--- config.mk ---
export PLATFORM = sky130hd
export DESIGN_NAME = factorial_driver
export DESIGN_NICKNAME = d
export VERILOG_FILES = /design/src/rtl/fact_pkg.sv /design/src/rtl/fact_req_fifo.sv /design/src/rtl/factorial_driver.sv
export SDC_FILE = /design/constraint.sdc
export NUM_CORES = 1
export LEC_CHECK = 0
export CAP_MARGIN = 40
export CORE_MARGIN = 4
export CORE_UTILIZATION = 50
export DETAILED_ROUTE_END_ITERATION = 16
export PLACE_DENSITY = 0.8
export SYNTH_ARGS = -nofsm -noshare
export SYNTH_HDL_FRONTEND = slang
export SYNTH_HIERARCHICAL = 1
export SYNTH_SLANG_ARGS = --single-unit
export TNS_END_PERCENT = 100
--- constraint.sdc ---
create_clock -name clk -period 3.75 [get_ports clk]
set_input_delay 0.5625 -clock clk [delete_from_list [all_inputs] [get_ports clk]]
set_output_delay 0.5625 -clock clk [all_outputs]
set_load 0.005 [all_outputs]
--- src/rtl/fact_pkg.sv ---
// Shared constants and FSM encoding for the factorial core and its request driver.
package fact_pkg;

  localparam int FACT_N_WIDTH  = 8;
  localparam int FACT_FN_WIDTH = 32;
  // Largest n whose factorial fits in FACT_FN_WIDTH bits (12! = 479001600).
  localparam int FACT_MAX_N    = 12;

  typedef enum logic [1:0] {
    ST_IDLE  = 2'd0,
    ST_ISSUE = 2'd1,
    ST_WAIT  = 2'd2,
    ST_RESP  = 2'd3
  } fact_drv_state_e;

endpackage : fact_pkg

--- src/rtl/fact_req_fifo.sv ---
// Request FIFO for the factorial driver: registered storage, no fall-through,
// push ignored when full, pop ignored when empty, synchronous reset to empty.
module fact_req_fifo #(
  parameter int DEPTH = 4,
  parameter int WIDTH = 12
) (
  input  logic             clk,
  input  logic             rst,
  input  logic             push_i,
  input  logic [WIDTH-1:0] push_dat_i,
  input  logic             pop_i,
  output logic             full_o,
  output logic             empty_o,
  output logic [WIDTH-1:0] head_dat_o
);

  localparam int AW = (DEPTH > 1) ? $clog2(DEPTH) : 1;

  logic [WIDTH-1:0] mem_q [DEPTH];
  logic [AW-1:0]    wr_ptr_q, wr_ptr_d;
  logic [AW-1:0]    rd_ptr_q, rd_ptr_d;
  logic [AW:0]      cnt_q, cnt_d;
  logic             push_ok, pop_ok;

  assign full_o     = (cnt_q == (AW+1)'(DEPTH));
  assign empty_o    = (cnt_q == '0);
  assign push_ok    = push_i && !full_o;
  assign pop_ok     = pop_i && !empty_o;
  assign head_dat_o = mem_q[rd_ptr_q];

  always_comb begin
    wr_ptr_d = wr_ptr_q;
    rd_ptr_d = rd_ptr_q;
    cnt_d    = cnt_q;
    if (push_ok) begin
      wr_ptr_d = wr_ptr_q + 1'b1;
    end
    if (pop_ok) begin
      rd_ptr_d = rd_ptr_q + 1'b1;
    end
    case ({push_ok, pop_ok})
      2'b10:   cnt_d = cnt_q + 1'b1;
      2'b01:   cnt_d = cnt_q - 1'b1;
      default: cnt_d = cnt_q;
    endcase
  end

  always_ff @(posedge clk) begin
    if (rst) begin
      wr_ptr_q <= '0;
      rd_ptr_q <= '0;
      cnt_q    <= '0;
    end else begin
      wr_ptr_q <= wr_ptr_d;
      rd_ptr_q <= rd_ptr_d;
      cnt_q    <= cnt_d;
    end
  end

  // Storage needs no reset: an entry is only read after it has been written.
  always_ff @(posedge clk) begin
    if (push_ok) begin
      mem_q[wr_ptr_q] <= push_dat_i;
    end
  end

endmodule : fact_req_fifo

--- src/rtl/factorial_driver.sv ---
// Request front end for the factorial core: FIFO-buffered tagged requests, one in flight,
// in-order tagged responses. Define FACT_DRV_TIMEOUT_EN to build the WAIT-state watchdog.
module factorial_driver
  import fact_pkg::*;
#(
  parameter int N_WIDTH    = FACT_N_WIDTH,
  parameter int FN_WIDTH   = FACT_FN_WIDTH,
  parameter int TAG_WIDTH  = 4,
  parameter int FIFO_DEPTH = 4,
  parameter int MAX_N      = FACT_MAX_N
`ifdef FACT_DRV_TIMEOUT_EN
  , parameter int TIMEOUT_CYCLES = 300
`endif
) (
  input  logic                 clk,
  input  logic                 rst,
  input  logic                 req_valid,
  output logic                 req_ready,
  input  logic [N_WIDTH-1:0]   req_n,
  input  logic [TAG_WIDTH-1:0] req_tag,
  output logic                 rsp_valid,
  input  logic                 rsp_ready,
  output logic [FN_WIDTH-1:0]  rsp_fn,
  output logic [TAG_WIDTH-1:0] rsp_tag,
  output logic                 rsp_ovf,
  output logic                 rsp_err,
  output logic                 fact_start,
  output logic [N_WIDTH-1:0]   fact_n,
  input  logic                 fact_done,
  input  logic [FN_WIDTH-1:0]  fact_fn
);

  localparam int               ENT_W     = N_WIDTH + TAG_WIDTH;
  localparam logic [N_WIDTH-1:0] MAX_N_W = N_WIDTH'(MAX_N);

  fact_drv_state_e        state_q, state_d;
  logic [N_WIDTH-1:0]     cur_n_q, cur_n_d;
  logic [TAG_WIDTH-1:0]   cur_tag_q, cur_tag_d;
  logic [FN_WIDTH-1:0]    result_q, result_d;
  logic                   ovf_q, ovf_d;

  logic                   fifo_full, fifo_empty, fifo_pop, fifo_push;
  logic [ENT_W-1:0]       fifo_head;
  logic [N_WIDTH-1:0]     head_n;
  logic [TAG_WIDTH-1:0]   head_tag;

  assign req_ready = !fifo_full && !rst;
  assign fifo_push = req_valid && req_ready;
  assign head_n    = fifo_head[ENT_W-1:TAG_WIDTH];
  assign head_tag  = fifo_head[TAG_WIDTH-1:0];

  fact_req_fifo #(
    .DEPTH (FIFO_DEPTH),
    .WIDTH (ENT_W)
  ) u_req_fifo (
    .clk        (clk),
    .rst        (rst),
    .push_i     (fifo_push),
    .push_dat_i ({req_n, req_tag}),
    .pop_i      (fifo_pop),
    .full_o     (fifo_full),
    .empty_o    (fifo_empty),
    .head_dat_o (fifo_head)
  );

`ifdef FACT_DRV_TIMEOUT_EN
  localparam int TO_W = (TIMEOUT_CYCLES > 2) ? $clog2(TIMEOUT_CYCLES) : 1;
  logic [TO_W-1:0] to_cnt_q, to_cnt_d;
  logic            err_q, err_d;
`endif

  always_comb begin
    state_d    = state_q;
    cur_n_d    = cur_n_q;
    cur_tag_d  = cur_tag_q;
    result_d   = result_q;
    ovf_d      = ovf_q;
    fifo_pop   = 1'b0;
    fact_start = 1'b0;
`ifdef FACT_DRV_TIMEOUT_EN
    to_cnt_d   = to_cnt_q;
    err_d      = err_q;
`endif
    case (state_q)
      ST_IDLE: begin
        if (!fifo_empty) begin
          fifo_pop  = 1'b1;
          cur_n_d   = head_n;
          cur_tag_d = head_tag;
          ovf_d     = 1'b0;
          result_d  = '0;
`ifdef FACT_DRV_TIMEOUT_EN
          err_d     = 1'b0;
`endif
          // n == 0 is answered here: the core would count down through wrap-around.
          if (head_n == '0) begin
            result_d = FN_WIDTH'(1);
            state_d  = ST_RESP;
          end else if (head_n > MAX_N_W) begin
            ovf_d   = 1'b1;
            state_d = ST_RESP;
          end else begin
            state_d = ST_ISSUE;
          end
        end
      end
      ST_ISSUE: begin
        fact_start = 1'b1;
        state_d    = ST_WAIT;
`ifdef FACT_DRV_TIMEOUT_EN
        to_cnt_d   = '0;
`endif
      end
      ST_WAIT: begin
        if (fact_done) begin
          result_d = fact_fn;
          state_d  = ST_RESP;
        end
`ifdef FACT_DRV_TIMEOUT_EN
        // The watchdog fires after TIMEOUT_CYCLES WAIT cycles; a coincident done wins.
        else if (to_cnt_q == TO_W'(TIMEOUT_CYCLES - 1)) begin
          err_d    = 1'b1;
          result_d = '0;
          state_d  = ST_RESP;
        end else begin
          to_cnt_d = to_cnt_q + 1'b1;
        end
`endif
      end
      ST_RESP: begin
        if (rsp_ready) begin
          state_d = ST_IDLE;
        end
      end
      default: state_d = ST_IDLE;
    endcase
  end

  always_ff @(posedge clk) begin
    if (rst) begin
      state_q   <= ST_IDLE;
      cur_n_q   <= '0;
      cur_tag_q <= '0;
      result_q  <= '0;
      ovf_q     <= 1'b0;
    end else begin
      state_q   <= state_d;
      cur_n_q   <= cur_n_d;
      cur_tag_q <= cur_tag_d;
      result_q  <= result_d;
      ovf_q     <= ovf_d;
    end
  end

`ifdef FACT_DRV_TIMEOUT_EN
  always_ff @(posedge clk) begin
    if (rst) begin
      to_cnt_q <= '0;
      err_q    <= 1'b0;
    end else begin
      to_cnt_q <= to_cnt_d;
      err_q    <= err_d;
    end
  end

  assign rsp_err = err_q;
`else
  assign rsp_err = 1'b0;
`endif

  assign rsp_valid = (state_q == ST_RESP);
  assign rsp_fn    = result_q;
  assign rsp_tag   = cur_tag_q;
  assign rsp_ovf   = ovf_q;
  assign fact_n    = cur_n_q;

endmodule : factorial_driver
# ---- Word-level counts from Yosys, hierarchy flattened
# Memory sizes are Yosys's and may differ from the RTL's. A register that Yosys moved wholly into a read port is not among the register bits.
# Cells that the tools add are included.
dict set report totals {
  out_inout_bits 49
  input_bits 49
  ff_bits 54
  ram_bits 48
  n_memories 1
}
# name depth width read_ports rd_clocked_by_memory_dff write_ports line_no
set memory_table {}
lappend memory_table {u_req_fifo.mem_q 4 12 1 1 1 fact_req_fifo.sv:19} ;# logic [WIDTH-1:0] mem_q [DEPTH];
dict set report classes {
  magnitude_cmp 1
  n_mux 20
  n_addsub 4
  eq_ne 9
  bitwise_logic 1
  n_reduce_logical 15
}
# operator n
set op_table {}
lappend op_table {{$mux W32} 2}
lappend op_table {{$pmux W32 S2} 1}
lappend op_table {{$mux W2} 7}
lappend op_table {{$gt A8 B4 Y1 const B} 1}
lappend op_table {{$logic_not A8 Y1} 1}
lappend op_table {{$mux W1} 8}
lappend op_table {{$pmux W2 S4} 1}
lappend op_table {{$eq A2 B2 Y1 const B} 3}
lappend op_table {{$pmux W3 S2} 1}
lappend op_table {{$reduce_and A3 Y1} 2}
lappend op_table {{$add A2 B1 Y2 const B} 2}
lappend op_table {{$eq A2 B1 Y1 const B} 2}
lappend op_table {{$logic_and A1 B1 Y1} 4}
lappend op_table {{$ne A2 B2 Y1 const B} 2}
lappend op_table {{$reduce_bool A2 Y1} 2}
lappend op_table {{$add A3 B1 Y3 const B} 1}
lappend op_table {{$eq A3 B3 Y1 const B} 1}
lappend op_table {{$logic_not A1 Y1} 3}
lappend op_table {{$logic_not A3 Y1} 1}
lappend op_table {{$sub A3 B1 Y3 const B} 1}
lappend op_table {{$logic_not A2 Y1} 1}
lappend op_table {{$ne A2 B1 Y1 const B} 1}
lappend op_table {{$reduce_and A2 Y1} 1}
lappend op_table {{$not A1 Y1} 1}

# ---- Longest topological paths before layout
dict set report depth {
  ltp_word 7
  depth_mapped 13
  depth_no_buf 12
}

# ---- Cells and area by module
# The synthesis kept the hierarchy.
# module area_per_inst_um2 cells_each seq_area_each_um2 n_inst
set modules_own_cells {}
lappend modules_own_cells {fact_req_fifo 2238.4 116 1621.6 1}
lappend modules_own_cells {factorial_driver 1980.6 236 940.9 1}

# ---- Least setup slack after synthesis
# No wires, ideal clock.
dict set report synth_timing {
  path_kind {flip-flop to flip-flop}
  from {register state_q[0]}
  to {register u_req_fifo.cnt_q[2]}
  t_required_ns 3.680
  setup_slack_ns 1.141
  arrival_time_ns 2.539
  path_stages_with_launch 14
  setup_ns 0.070
  cell_sequence {dfxtp_1 inv_1 ha_1 nand2b_1 inv_1 buf_1 o31ai_1 inv_1 ha_1 inv_1 fa_1 xor2_1 or3_1 a21oi_1}
}
dict set report synth_via {
  elab_chain_len 5
  word_cells_on_any_way 7
}
# item line_no
set synth_lines {}
lappend synth_lines {{from (decl)} factorial_driver.sv:36} ;# fact_drv_state_e state_q, state_d;
lappend synth_lines {{from (signal assigned)} factorial_driver.sv:147} ;# state_q <= state_d;
lappend synth_lines {{$logic_not A2 Y1 *} factorial_driver.sv:84} ;# case (state_q)
lappend synth_lines {{$mux W1 *} factorial_driver.sv:84}
lappend synth_lines {{net fifo_pop} factorial_driver.sv:42} ;# logic fifo_full, fifo_empty, fifo_pop, fifo_push;
lappend synth_lines {{$logic_and A1 B1 Y1 *} fact_req_fifo.sv:28} ;# assign pop_ok = pop_i && !empty_o;
lappend synth_lines {{net u_req_fifo.pop_ok} fact_req_fifo.sv:23} ;# logic push_ok, pop_ok;
lappend synth_lines {{$eq A2 B1 Y1 / $eq A2 B2 Y1 (equally long branches)} fact_req_fifo.sv:41} ;# case ({push_ok, pop_ok})
lappend synth_lines {{$pmux W3 S2 / $reduce_bool A2 Y1 (equally long branches)} -}
lappend synth_lines {{to (signal assigned)} fact_req_fifo.sv:56} ;# cnt_q <= cnt_d;
lappend synth_lines {{to (decl)} fact_req_fifo.sv:22} ;# logic [AW:0] cnt_q, cnt_d;
# The timed path passes the listed nets; every way through them passes the cells marked *.
# A chain may end at the register's enable or synchronous reset.

# ---- Worst setup path in the final report
dict set report layout_timing {
  from {register state_q[0]}
  to {register u_req_fifo.cnt_q[2]}
}
dict set report layout_via {
  elab_chain_len 5
  word_cells_on_any_way 7
}
# item line_no
set layout_lines {}
lappend layout_lines {{$logic_not A2 Y1 *} factorial_driver.sv:84}
lappend layout_lines {{$mux W1 *} factorial_driver.sv:84}
lappend layout_lines {{$logic_and A1 B1 Y1 *} fact_req_fifo.sv:28}
lappend layout_lines {{net u_req_fifo.pop_ok} fact_req_fifo.sv:23}
lappend layout_lines {{$eq A2 B1 Y1 / $eq A2 B2 Y1 (equally long branches)} fact_req_fifo.sv:41}
lappend layout_lines {{$pmux W3 S2 / $reduce_bool A2 Y1 (equally long branches)} -}
# Marks and branches as above.

==> impl_metrics.tcl <==
set metrics [dict create \
    intPower_mw 1.89 \
    postSynthCellCount 352 \
    die_h_um 99.9 \
    first_pass_iters 4 \
    place.port_buffers 96 \
    dieArea_sq_mm 0.00997 \
    cts-root-buf "sky130_fd_sc_hd__clkbuf_8" \
    numPlacedInstances 530 \
    instances_no_fill 546 \
    final_period_minus_worst_setup_slack_ns 3.03 \
    power.net_switching_mw 0.968 \
    tightest_slew_ns 0.702 \
    wl_um 9300 \
    fmax_mhz 330 \
    irDropWorstVdd_mv 0.270 \
    crit_arrival_ns 3.34 \
    outcome "completed" \
    detailedRoute.firstIterationViolations 113 \
    largest_net_degree_at_the_start_of_global_routing 58 \
    yosys_synthesis_warning_count 6 \
    grt_first_pass_wirelength_um 14700 \
    share_seq_of_total_power_pct 46.6 \
    r2r_setup_slack_ns 0.72 \
    worst_hold_path_type "flip-flop to flip-flop" \
    syn-num-nets 411 \
    grt-ovfl-total 0 \
    max_cap_violations 0 \
    p_per_area_mw_per_mm2 522 \
    synth_ff_type "sky130_fd_sc_hd__dfxtp_1" \
    leakage_nw 1.87 \
    ys_top_cells_by_count "sky130_fd_sc_hd__dfxtp_1, sky130_fd_sc_hd__edfxtp_1, sky130_fd_sc_hd__a21oi_1, sky130_fd_sc_hd__o31ai_1, sky130_fd_sc_hd__nand3_1" \
    ys_seq_area_share_pct 60.7 \
    cts_max_level 3 \
    die_w_um 99.9 \
    synth_top_cells_by_area "sky130_fd_sc_hd__edfxtp_1, sky130_fd_sc_hd__dfxtp_1, sky130_fd_sc_hd__o31ai_1" \
    asyncSetResetFlopFracSynth_pct 0 \
    drtAntennaViolNets 0 \
    total_of_flip_flops_plus_latches_after_synthesis 104 \
    vias_per_cell 5.59 \
    gr-usage-all-layers_pct 18.7 \
    critical_path.endpoint_type "flip-flop" \
    clk_pin_slew_worst_paths_ns 0.12 \
    netlist.area_leader.share_pct 34.2 \
    post_synth_num_cell_types 38 \
    holdBufCountCts 0 \
    synth.most_common_cell "sky130_fd_sc_hd__dfxtp_1" \
    cts_tree "built" \
    fin_worst_hold_slack_ns 0.465 \
    worst_clock_skew_ns 0.0134 \
    cts_resized 0 \
    layout-drive-gt1-share_pct 7.26 \
    grt_pass1_vias 2909 \
    post-route-period-util_pct 80.8 \
    clock_sinks 104 \
    syn_to_final_growth_pct 29.8 \
    cp.required_ns 4.06 \
    switching_share_pct 33.8 \
    fill_cells 620 \
    vias 3052 \
    syn-cell-area_sq_mm 0.00422 \
    power.clock.fraction_pct 25.6 \
    design.portCount 98 \
    setup_total_negative_slack_ns 0 \
    final_max_slew_viol_count 0 \
    synth_top_cell_by_area "sky130_fd_sc_hd__edfxtp_1" \
    routed_wire_length_per_instance_um 17.0 \
    worst_skew_pair.late_latency_ns 0.37 \
    timing.max_slew.rel_slack_pct 53.1 \
    final_net_count 495 \
    initial_core_util_pct 51.3 \
    setup_viol_count_final 0 \
    combinationalPowerShare_pct 27.8 \
    floorplan.core_area_sq_mm 0.00822 \
    report.final.hold_viol_count 0 \
    finalWeightedCongestion 0.781 \
    multi_input_comb_area_sq_mm 0.00150 \
    synth_enable_flop_cells 48 \
    worstSetupStartpointType "flip-flop" \
    syn-mean-instance-area_sq_um 12.0 \
    seqCellArea_sq_mm 0.00256 \
    rsz_0062_raised_after_global_routing "no" \
    cts_buffer_depth 2 \
    numCtsBuffers 9 \
    place.detailed.hpwl_um 6530 \
    antenna_found_initial 0 \
    core.rowCount 33 \
    antenna_cells 0 \
    number_of_setup_buffers_added_after_cts 0 \
    setup.worst_path.class "flip-flop to flip-flop" \
    drc 0 \
    timing.critical_path.fanout_max 16 \
]
==> final timing paths <==
path                                      endpoint  cells after the start               startpoint
setup / recovery  u_req_fifo/cnt_q[2]$_SDFFE_PP0P_                     12  state_q[0]$_SDFFE_PP0P_
hold / removal             rsp_tag[3]$_SDFFE_PP0P_                      2  rsp_tag[3]$_SDFFE_PP0P_
setup reg to reg  u_req_fifo/cnt_q[2]$_SDFFE_PP0P_                     12  state_q[0]$_SDFFE_PP0P_
hold reg to reg            rsp_tag[3]$_SDFFE_PP0P_                      2  rsp_tag[3]$_SDFFE_PP0P_
==> layout by cell type, fill, tap and decap left out, types with 2 or more instances in the layout <==
master,Yosys,final
sky130_fd_sc_hd__clkdlybuf4s50_1,0,95
sky130_fd_sc_hd__dfxtp_1,56,56
sky130_fd_sc_hd__edfxtp_1,48,48
sky130_fd_sc_hd__a21oi_1,47,47
sky130_fd_sc_hd__o31ai_1,32,32
sky130_fd_sc_hd__nand3_1,31,31
sky130_fd_sc_hd__nand2_1,26,26
sky130_fd_sc_hd__inv_1,12,12
sky130_fd_sc_hd__ha_1,9,9
sky130_fd_sc_hd__clkbuf_8,0,9
sky130_fd_sc_hd__nor2_1,9,8
sky130_fd_sc_hd__mux4_1,8,8
sky130_fd_sc_hd__and2_1,7,7
sky130_fd_sc_hd__nand2b_1,5,5
sky130_fd_sc_hd__or3_1,4,4
sky130_fd_sc_hd__mux4_2,4,4
sky130_fd_sc_hd__inv_12,0,3
sky130_fd_sc_hd__buf_8,0,3
sky130_fd_sc_hd__buf_4,1,3
sky130_fd_sc_hd__xor2_1,3,3
sky130_fd_sc_hd__o21ai_0,3,3
sky130_fd_sc_hd__or3b_1,2,2
sky130_fd_sc_hd__mux2i_1,2,2
sky130_fd_sc_hd__inv_8,0,2
==> sequential cells by signal, indices dropped and copies added (netlist names), named ones only <==
| signal | cells |
|---|---|
| fact_n | 8 |
| state_q | 2 |
| u_req_fifo/rd_ptr_q | 2 |
| rsp_tag | 4 |
| u_req_fifo/mem_q | 48 |
| rsp_ovf | 1 |
| u_req_fifo/cnt_q | 3 |
| rsp_fn | 32 |
| u_req_fifo/wr_ptr_q | 2 |
==> worst max-delay path, cell delays in order (launching register included) <==
cell and delay [ns]:
sky130_fd_sc_hd__dfxtp_1 0.36, sky130_fd_sc_hd__inv_1 0.11, sky130_fd_sc_hd__ha_1 0.28, sky130_fd_sc_hd__nand2b_1 0.30, sky130_fd_sc_hd__inv_1 0.43, sky130_fd_sc_hd__o31ai_1 0.19
sky130_fd_sc_hd__inv_1 0.08, sky130_fd_sc_hd__ha_1 0.17, sky130_fd_sc_hd__inv_1 0.06, sky130_fd_sc_hd__fa_1 0.37, sky130_fd_sc_hd__xor2_1 0.16, sky130_fd_sc_hd__or3_1 0.32
sky130_fd_sc_hd__a21oi_1 0.14
==> through the flow <==
step           util, %  worst slack, ns  instance area (sq um)  total power, mW
3_5_place_dp      64.0            0.740                   5260             2.15
2_1_floorplan        -             1.14                   4220             1.81
3_3_place_gp      63.4            0.889                   5210             2.08
4_1_cts           66.7            0.714                   5480             2.88
6_report          66.7            0.722                   5480             2.86
5_1_grt           66.7            0.405                   5480             3.02
==> power by group through the flow <==
stage,clock network (mW),registers [mW],logic (mW)
2_1_floorplan,0,1.35,0.461
3_3_place_gp,0,1.35,0.731
3_5_place_dp,0,1.36,0.795
4_1_cts,0.750,1.33,0.801
5_1_grt,0.795,1.34,0.878
6_report,0.731,1.33,0.797
==> cells by family (layout without fill, tap and decap cells) <==
group,count (synthesis),after routing,share of synthesized area [%]
flops,104,104,60.7
simple gates,90,90,10.9
compound gates,89,89,13.0
buf+inv,41,130,3.94
mux,14,14,7.59
fa+ha+maj,10,10,3.14
xor+xnor,3,3,0.623
other cells,1,1,0.0889
==> routing by layer <==
metal	global-route usage (%)	part of all wire [%]
met3	4.17	5.9
met4	5.36	1.0
met1	25.0	43
met2	30.9	50
met5	0	0
==> area by class of cell <==
| class | instances | share of cell area, % |
|---|---|---|
| Inverter | 12 | 0.822 |
| Tap cell | 105 | 2.40 |
| Multi-Input combinational cell | 207 | 27.3 |
| Clock buffer | 9 | 2.26 |
| Timing Repair Buffer | 102 | 18.7 |
| Sequential cell | 104 | 46.8 |
| Clock inverter | 7 | 1.76 |
No activity file was read; power rests on OpenSTA's default activity.
